--- src/rtl/div_pkg.sv ---
// Shared definitions for the signed-division shell: width-derived constants,
// two's-complement magnitude and the first-stage payload.
package div_pkg;

  localparam int unsigned DIV_DW = 16;
  localparam int unsigned DIV_VW = 16;

  typedef struct packed {
    logic [DIV_DW-1:0] mag_dividend;
    logic [DIV_VW-1:0] mag_divisor;
    logic              q_neg;
    logic              r_neg;
  } s1_payload_t;

  function automatic logic [63:0] width_mask(input int unsigned w);
    logic [63:0] m;
    if (w >= 32'd64) begin
      m = '1;
    end else begin
      m = (64'd1 << w) - 64'd1;
    end
    return m;
  endfunction

  function automatic logic [63:0] max_pos(input int unsigned w);
    return width_mask(w) >> 1;
  endfunction

  function automatic logic [63:0] min_neg(input int unsigned w);
    return 64'd1 << (w - 32'd1);
  endfunction

  // The most negative value maps to 2^(w-1), which still fits unsigned at width w.
  function automatic logic [63:0] magnitude(input logic [63:0] x, input int unsigned w);
    logic [63:0] r;
    if (((x >> (w - 32'd1)) & 64'd1) != 64'd0) begin
      r = (~x + 64'd1) & width_mask(w);
    end else begin
      r = x;
    end
    return r;
  endfunction

endpackage

--- src/rtl/div_sign_fix.sv ---
// Second-stage input logic: turns the unsigned core result back into a signed
// quotient/remainder, applying divide-by-zero and MIN/-1 saturation.
module div_sign_fix
  import div_pkg::*;
#(
  parameter int unsigned DIVIDEND_WIDTH = DIV_DW,
  parameter int unsigned DIVISOR_WIDTH  = DIV_VW
) (
  input  logic [DIVIDEND_WIDTH-1:0] core_quotient,
  input  logic [DIVISOR_WIDTH-1:0]  core_remainder,
  input  logic                      core_overflow,
  input  logic                      q_neg,
  input  logic                      r_neg,
  output logic [DIVIDEND_WIDTH-1:0] fix_quotient,
  output logic [DIVISOR_WIDTH-1:0]  fix_remainder,
  output logic                      fix_div_by_zero,
  output logic                      fix_overflow
);

  localparam logic [DIVIDEND_WIDTH-1:0] MAX_POS = DIVIDEND_WIDTH'(max_pos(DIVIDEND_WIDTH));
  localparam logic [DIVIDEND_WIDTH-1:0] MIN_NEG = DIVIDEND_WIDTH'(min_neg(DIVIDEND_WIDTH));

  // r_neg is the dividend sign, which also picks the divide-by-zero saturation direction.
  always_comb begin
    fix_quotient    = '0;
    fix_remainder   = '0;
    fix_div_by_zero = 1'b0;
    fix_overflow    = 1'b0;
    if (core_overflow) begin
      fix_div_by_zero = 1'b1;
      fix_quotient    = r_neg ? MIN_NEG : MAX_POS;
    end else if (!q_neg && core_quotient[DIVIDEND_WIDTH-1]) begin
      fix_overflow = 1'b1;
      fix_quotient = MAX_POS;
    end else begin
      fix_quotient  = q_neg ? -core_quotient : core_quotient;
      fix_remainder = r_neg ? -core_remainder : core_remainder;
    end
  end

endmodule

--- src/rtl/div_signed_stage.sv ---
// Two-stage signed-division shell around an external unsigned divider core,
// with valid/ready on both the operand and the result side.
module div_signed_stage
  import div_pkg::*;
#(
  parameter int unsigned DIVIDEND_WIDTH = DIV_DW,
  parameter int unsigned DIVISOR_WIDTH  = DIV_VW
) (
  input  logic                      clk,
  input  logic                      rst_n,
  input  logic                      in_valid,
  output logic                      in_ready,
  input  logic [DIVIDEND_WIDTH-1:0] in_dividend,
  input  logic [DIVISOR_WIDTH-1:0]  in_divisor,
  output logic                      core_start,
  output logic [DIVIDEND_WIDTH-1:0] core_dividend,
  output logic [DIVISOR_WIDTH-1:0]  core_divisor,
  input  logic [DIVIDEND_WIDTH-1:0] core_quotient,
  input  logic [DIVISOR_WIDTH-1:0]  core_remainder,
  input  logic                      core_overflow,
  output logic                      out_valid,
  input  logic                      out_ready,
  output logic [DIVIDEND_WIDTH-1:0] out_quotient,
  output logic [DIVISOR_WIDTH-1:0]  out_remainder,
  output logic                      out_div_by_zero,
  output logic                      out_overflow
);

  s1_payload_t               s1_q, s1_d;
  logic                      s1_valid_q, s1_valid_d;
  logic                      s2_valid_q, s2_valid_d;
  logic [DIVIDEND_WIDTH-1:0] s2_quotient_q, s2_quotient_d;
  logic [DIVISOR_WIDTH-1:0]  s2_remainder_q, s2_remainder_d;
  logic                      s2_dbz_q, s2_dbz_d;
  logic                      s2_ovf_q, s2_ovf_d;

  logic                      s1_adv, accept, retire;
  logic [DIVIDEND_WIDTH-1:0] fix_quotient;
  logic [DIVISOR_WIDTH-1:0]  fix_remainder;
  logic                      fix_div_by_zero, fix_overflow;

  assign s1_adv   = s1_valid_q && (!s2_valid_q || out_ready);
  assign in_ready = !s1_valid_q || s1_adv;
  assign accept   = in_valid && in_ready;
  assign retire   = s2_valid_q && out_ready;

  assign core_start      = s1_valid_q;
  assign core_dividend   = s1_q.mag_dividend;
  assign core_divisor    = s1_q.mag_divisor;
  assign out_valid       = s2_valid_q;
  assign out_quotient    = s2_quotient_q;
  assign out_remainder   = s2_remainder_q;
  assign out_div_by_zero = s2_dbz_q;
  assign out_overflow    = s2_ovf_q;

  div_sign_fix #(
    .DIVIDEND_WIDTH(DIVIDEND_WIDTH),
    .DIVISOR_WIDTH (DIVISOR_WIDTH)
  ) u_sign_fix (
    .core_quotient  (core_quotient),
    .core_remainder (core_remainder),
    .core_overflow  (core_overflow),
    .q_neg          (s1_q.q_neg),
    .r_neg          (s1_q.r_neg),
    .fix_quotient   (fix_quotient),
    .fix_remainder  (fix_remainder),
    .fix_div_by_zero(fix_div_by_zero),
    .fix_overflow   (fix_overflow)
  );

  // Stage 1 next state: capture magnitudes and signs on accept, empty on advance.
  always_comb begin
    s1_d       = s1_q;
    s1_valid_d = s1_valid_q;
    if (accept) begin
      s1_valid_d      = 1'b1;
      s1_d.mag_dividend = DIVIDEND_WIDTH'(magnitude(64'(in_dividend), DIVIDEND_WIDTH));
      s1_d.mag_divisor  = DIVISOR_WIDTH'(magnitude(64'(in_divisor), DIVISOR_WIDTH));
      s1_d.q_neg      = in_dividend[DIVIDEND_WIDTH-1] ^ in_divisor[DIVISOR_WIDTH-1];
      s1_d.r_neg      = in_dividend[DIVIDEND_WIDTH-1];
    end else if (s1_adv) begin
      s1_valid_d = 1'b0;
    end else begin
      s1_valid_d = s1_valid_q;
    end
  end

  // Stage 2 next state: reload from the core whenever stage 1 advances, else drain on retire.
  always_comb begin
    s2_valid_d     = s2_valid_q;
    s2_quotient_d  = s2_quotient_q;
    s2_remainder_d = s2_remainder_q;
    s2_dbz_d       = s2_dbz_q;
    s2_ovf_d       = s2_ovf_q;
    if (s1_adv) begin
      s2_valid_d     = 1'b1;
      s2_quotient_d  = fix_quotient;
      s2_remainder_d = fix_remainder;
      s2_dbz_d       = fix_div_by_zero;
      s2_ovf_d       = fix_overflow;
    end else if (retire) begin
      s2_valid_d = 1'b0;
    end else begin
      s2_valid_d = s2_valid_q;
    end
  end

  // Pipeline registers.
  always_ff @(posedge clk or negedge rst_n) begin
    if (!rst_n) begin
      s1_q           <= '0;
      s1_valid_q     <= 1'b0;
      s2_valid_q     <= 1'b0;
      s2_quotient_q  <= '0;
      s2_remainder_q <= '0;
      s2_dbz_q       <= 1'b0;
      s2_ovf_q       <= 1'b0;
    end else begin
      s1_q           <= s1_d;
      s1_valid_q     <= s1_valid_d;
      s2_valid_q     <= s2_valid_d;
      s2_quotient_q  <= s2_quotient_d;
      s2_remainder_q <= s2_remainder_d;
      s2_dbz_q       <= s2_dbz_d;
      s2_ovf_q       <= s2_ovf_d;
    end
  end

endmodule

--- config.mk ---
export PLATFORM = sky130hd
export DESIGN_NAME = div_signed_stage
export DESIGN_NICKNAME = d
export VERILOG_FILES = /design/src/rtl/div_pkg.sv /design/src/rtl/div_sign_fix.sv /design/src/rtl/div_signed_stage.sv
export SDC_FILE = /design/constraint.sdc
export NUM_CORES = 1
export LEC_CHECK = 0
export BUFFER_PORTS_ARGS = -buffer_cell sky130_fd_sc_hd__buf_2
export CAP_MARGIN = 40
export CORE_MARGIN = 2
export CORE_UTILIZATION = 23
export DETAILED_ROUTE_END_ITERATION = 8
export PLACE_DENSITY = 0.41
export SLEW_MARGIN = 20
export SYNTH_ARGS = -nofsm -noshare
export SYNTH_HDL_FRONTEND = slang
export SYNTH_SLANG_ARGS = --single-unit
--- constraint.sdc ---
create_clock -name clk -period 4.1 [get_ports clk]
set_input_delay 0.205 -clock clk [delete_from_list [all_inputs] [get_ports clk]]
set_output_delay 0.205 -clock clk [all_outputs]
set_load 0.05 [all_outputs]
Word level (Yosys, flattened, before mapping):

Cells that the tools add are included.

* $add $sub $neg: 4
* muxes and demuxes: 20
* bitwise operators: 5
* reductions and logical operators: 11

Operators with widths (count)
* two-way mux 16 bit: 13
* adder 16 x 1 -> 16 bit, second input constant: 2
* AND 16 bit: 2
* negator 16 bit: 2
* inverter 16 bit: 2
* two-way mux 1 bit: 7
* logical AND 1 bit: 4
* nonzero test 2 bit: 2
* logical NOT 1 bit: 3
* logical OR 1 bit: 2
* bitwise XOR 1 bit: 1

* flip-flop bits (word level): 70
* input bits: 69

Longest topological paths before layout:

* depth after elaboration: 8
* mapped depth: 7
* mapped depth without buffers: 7

By module:

From an unflattened synthesis, not the netlist that was laid out.

* cells, all modules: 469
* area total of the unflattened synthesis: 4335.4 µm²

By module, submodules not included
* div_signed_stage: instances 1, cells each 306, area an instance 3359.5 µm²
* div_sign_fix: instances 1, cells each 163, area an instance 975.9 µm²

Worst setup path after synthesis:

Ideal clock, no wire load.

* path type: register -> register
* start point: register s1_valid_q (netlist: core_start)
* end point: register s1_q (netlist bit core_divisor[14])
* setup time: 76 ps
* arrival time: 2156 ps
* data required time: 4024 ps
* slack: 1867 ps
* stages on the path, launching flop included: 7
* path buffers: 2
* cell sequence: dfrtp_1 nand3b_1 nand2_1 clkbuf_1 clkbuf_1 nand2_1 o21ai_1

* longest elaborated chain between the ends: 3
* elaborated cells on any way between the ends: 4
* those cells by class: reduce/logical (4)

Ends and longest elaborated chain
* start, declared: line div_signed_stage.sv:30 `logic s1_valid_q, s1_valid_d;`
* start signal, assigned: line div_signed_stage.sv:120 `s1_valid_q <= s1_valid_d;`
* logical NOT 1 bit / logical AND 1 bit (equally long branches): line div_signed_stage.sv:43, div_signed_stage.sv:42
* logical OR 1 bit (*): line div_signed_stage.sv:43 `assign in_ready = !s1_valid_q || s1_adv;`
* net in_ready: line div_signed_stage.sv:12 `output logic in_ready,`
* logical AND 1 bit (*): line div_signed_stage.sv:44 `assign accept = in_valid && in_ready;`
* end signal, assigned: line div_signed_stage.sv:111 `s1_q <= '0;`
* end signal, assigned: line div_signed_stage.sv:119 `s1_q <= s1_d;`
* end, declared: line div_signed_stage.sv:29 `s1_payload_t s1_q, s1_d;`

Mark *: on every way through the listed nets, which the timed path passes. The rest lies on a longest branch.
A chain may end at the register's enable or synchronous reset.

Worst setup path in the final report:

* start point: register s1_valid_q (netlist: core_start)
* end point: register s1_q[0] in the netlist's numbering

* longest elaborated chain between the ends: 3
* elaborated cells on any way between the ends: 4
* those cells by class: reduce/logical (4)

Ends and longest elaborated chain (line)
* logical NOT 1 bit / logical AND 1 bit (equally long branches): div_signed_stage.sv:43, div_signed_stage.sv:42
* logical OR 1 bit (*): div_signed_stage.sv:43
* logical AND 1 bit (*): div_signed_stage.sv:44

Every way passes the cells marked *; elsewhere a longest branch is shown, timed or not.

==> flow_metrics.env <==
export IMPL_status="finished clean"
export IMPL_post_cts_resized=0
export IMPL_hold_viol=0
export IMPL_timing_rr_start="core_start"
export IMPL_grt_pass1_wl_mm=18.8
export IMPL_critical_path_required_ps=4320
export IMPL_cts_setup_buffers=0
export IMPL_fin_crit_sh_pct=45.4
export IMPL_ir_worst_vdd_mv=0.213
export IMPL_crit_start="core_start"
export IMPL_max_cap_violations=0
export IMPL_cts_buffer_depth=2
export IMPL_pin_count=138
export IMPL_core_area_um2=16600
export IMPL_die_x_um=134
export IMPL_ys_seq_area_share_pct=45.0
export IMPL_multi_input_area_um2=2020
export IMPL_first_pass_iters=4
export IMPL_grt_overflow=0
export IMPL_grt_max_degree=43
export IMPL_critPathKind="flop to flop"
export IMPL_rsz0062_at_grt="false"
export IMPL_yosys_warnings=0
export IMPL_fmax_ghz=0.538
export IMPL_drt_iter0_markers=175
export IMPL_vias_per_cell=4.63
export IMPL_layout_drive_gt1_share_pct=28.8
export IMPL_synth_cell_types=46
export IMPL_arrival_ps=2080
export IMPL_dieHeight_um=134
export IMPL_start_kind="flop"
export IMPL_nets=638
export IMPL_grtUsageTotal_pct=13.3
export IMPL_synth_main_ff_cell="dfrtp_1"
export IMPL_syn_nets=507
export IMPL_synth_edff_count=0
export IMPL_grt_pass1_vias=3625
export IMPL_endpoint_kind="flop"
export IMPL_syn_inst=434
export IMPL_io_buffers=137
export IMPL_nFillCells=1781
export IMPL_cts_root_buffer="clkbuf_16"
export IMPL_dieArea_um2=18000
export IMPL_start_util_pct=23.5
export IMPL_hold_buffers=1
export IMPL_hold_path_class="input pin to flop"
export IMPL_netlist_area_um2=3890
export IMPL_report_final_slew_viol_count=0
export IMPL_tns_ps=0
export IMPL_clkTransAtPathRegs_ps=60
export IMPL_finClkSkew_ps=8.69
export IMPL_cts_buffers=9
export IMPL_relSlewSlack_pct=52.6
export IMPL_async_reset_ff_share_pct=100
export IMPL_cp_max_fo=39
export IMPL_n_antenna_cell=0
export IMPL_worstMarginPinSlew_ps=711
export IMPL_ys_ff_latch=70
export IMPL_num_rows=47
export IMPL_antenna_found_initial=0
export IMPL_drc=0
export IMPL_ant_nets=0
export IMPL_h_tree_depth=3
export IMPL_clock_sinks=70
export IMPL_regArea_um2=1750
export IMPL_finalPower_uw=2630
export IMPL_routed_wl_mm=11.7
export IMPL_syn_avg_cell_area_um2=8.97
export IMPL_vias=3652
export IMPL_min_period_ps=1860
export IMPL_dpl_worst_slack_ps=1950
export IMPL_area_growth_pct=32.7
export IMPL_dpl_hpwl_mm=8.70
export IMPL_powerDensity_nw_per_um2=509
export IMPL_leakagePower_uw=0.00235
export IMPL_clock_latency_ps=340
export IMPL_min_from="in_valid"
export IMPL_finalSetupViolCount=0
export IMPL_globalplace_congestion=0.770
export IMPL_wire_per_inst_um=14.8
export IMPL_fin_ws_ps=2240
export IMPL_cts_tree="done"
[metrics by stage]
stage | cell area, um2 | utilization (%) | cells | hold WS [ps]
after global routing | 5170 | 31.2 | 789 | 103
after CTS | 5150 | 31.1 | 788 | 87.0
after detailed placement | 4820 | 29.0 | 772 | 177
after global placement | 4790 | 28.9 | 771 | 424
after floorplan | 3890 | - | 434 | -90.6
final | 5170 | 31.2 | 789 | 101
[cell type report]
| class | instances | share of cell area (%) |
|---|---|---|
| clock inverter | 3 | 1.31 |
| timing repair buffer | 142 | 14.6 |
| multi-input combinational | 331 | 39.1 |
| tap | 220 | 5.33 |
| inverter | 11 | 0.799 |
| sequential | 70 | 33.9 |
| clock buffer | 12 | 4.96 |
[sequential cells by signal, indices dropped and copies added, names as in the netlist]
name and count:
core_dividend 16, core_divisor 16, core_start 1, out_div_by_zero 1
out_overflow 1, out_quotient 16, out_remainder 16, out_valid 1
s1_q 2
[layer usage]
metal | track usage (%) | vias up | share of wire, %
li1 | - | 1804 | -
met1 | 16.6 | 1708 | 45
met2 | 21.3 | 124 | 45
met3 | 4.38 | 16 | 7.6
met4 | 4.97 | 0 | 1.6
met5 | 0 | - | 0
[worst paths after layout]
path	endpoint	slack, ps	cells past startpoint
min in group asynchronous	core_divisor[10]	340	2
setup reg to reg	s1_q[0]	2240	4
max in group asynchronous	out_div_by_zero	3180	3
hold / removal	core_start	100	2
setup / recovery	s1_q[0]	2240	4
hold reg to reg	out_remainder[9]	470	2
[where the power goes]
group / internal [uW] / switching, uW
clock network: 563 / 305
logic: 224 / 664
registers: 806 / 70.0
[Yosys cell counts, types with 5 or more instances]
library cell	instances	area, um2
a21oi_1	20	100
clkbuf_1	20	75.1
dfrtp_1	70	1750
inv_1	11	41.3
nand2_1	76	285
nand2b_1	7	43.8
nand3_1	8	40.0
nand3b_1	6	45.0
nor2_1	17	63.8
nor3_1	8	40.0
o21ai_0	57	285
o21ai_1	6	30.0
o22a_1	5	43.8
o31ai_1	18	135
o41ai_1	5	43.8
xnor2_1	9	78.8
xor2_1	37	324
[critical path, cell delays in order (launching register included)]
cell and delay, ps:
dfrtp_1 380, nand3b_1 160, nand2_2 400, buf_4 420, mux2_2 370
[cell usage in the layout (no fill, tap or decap), types with 2 or more instances in the layout]
cell type  count
clkbuf_8       2
ha_1           4
buf_4          3
dfrtp_1       70
nor4_1         4
o22a_1         5
a21oi_1       20
xor2_1        37
o211ai_1       2
a41oi_1        2
xnor2_1        9
or3_1          4
nand2_1       75
nor3_1         8
nand2b_1       7
or4_1          4
clkbuf_16      9
o311ai_0       2
or3b_1         3
a211oi_1       2
nor2b_1        4
o41ai_1        5
mux2i_1        4
o21ai_0       57
bufinv_16      2
inv_1         11
buf_2        136
nand3b_1       6
nor2_1        17
a311oi_1       2
o31ai_1       18
nand3_1        8
o21ai_1        6
[cell families (layout without fill, tap and decap cells)]
kind of cell	after synthesis	count (layout)	share of synthesized area (%)
muxes	5	5	1.32
xor gates and xnor gates	46	46	10.4
AOI/OAI and AO/OA	128	128	20.4
buffers and inverters	33	168	3.21
DFF	70	70	45.0
and+or+nand+nor	148	148	18.5
adders and majority gates	4	4	1.29
Note: power is estimated with default switching activity, not from simulation.
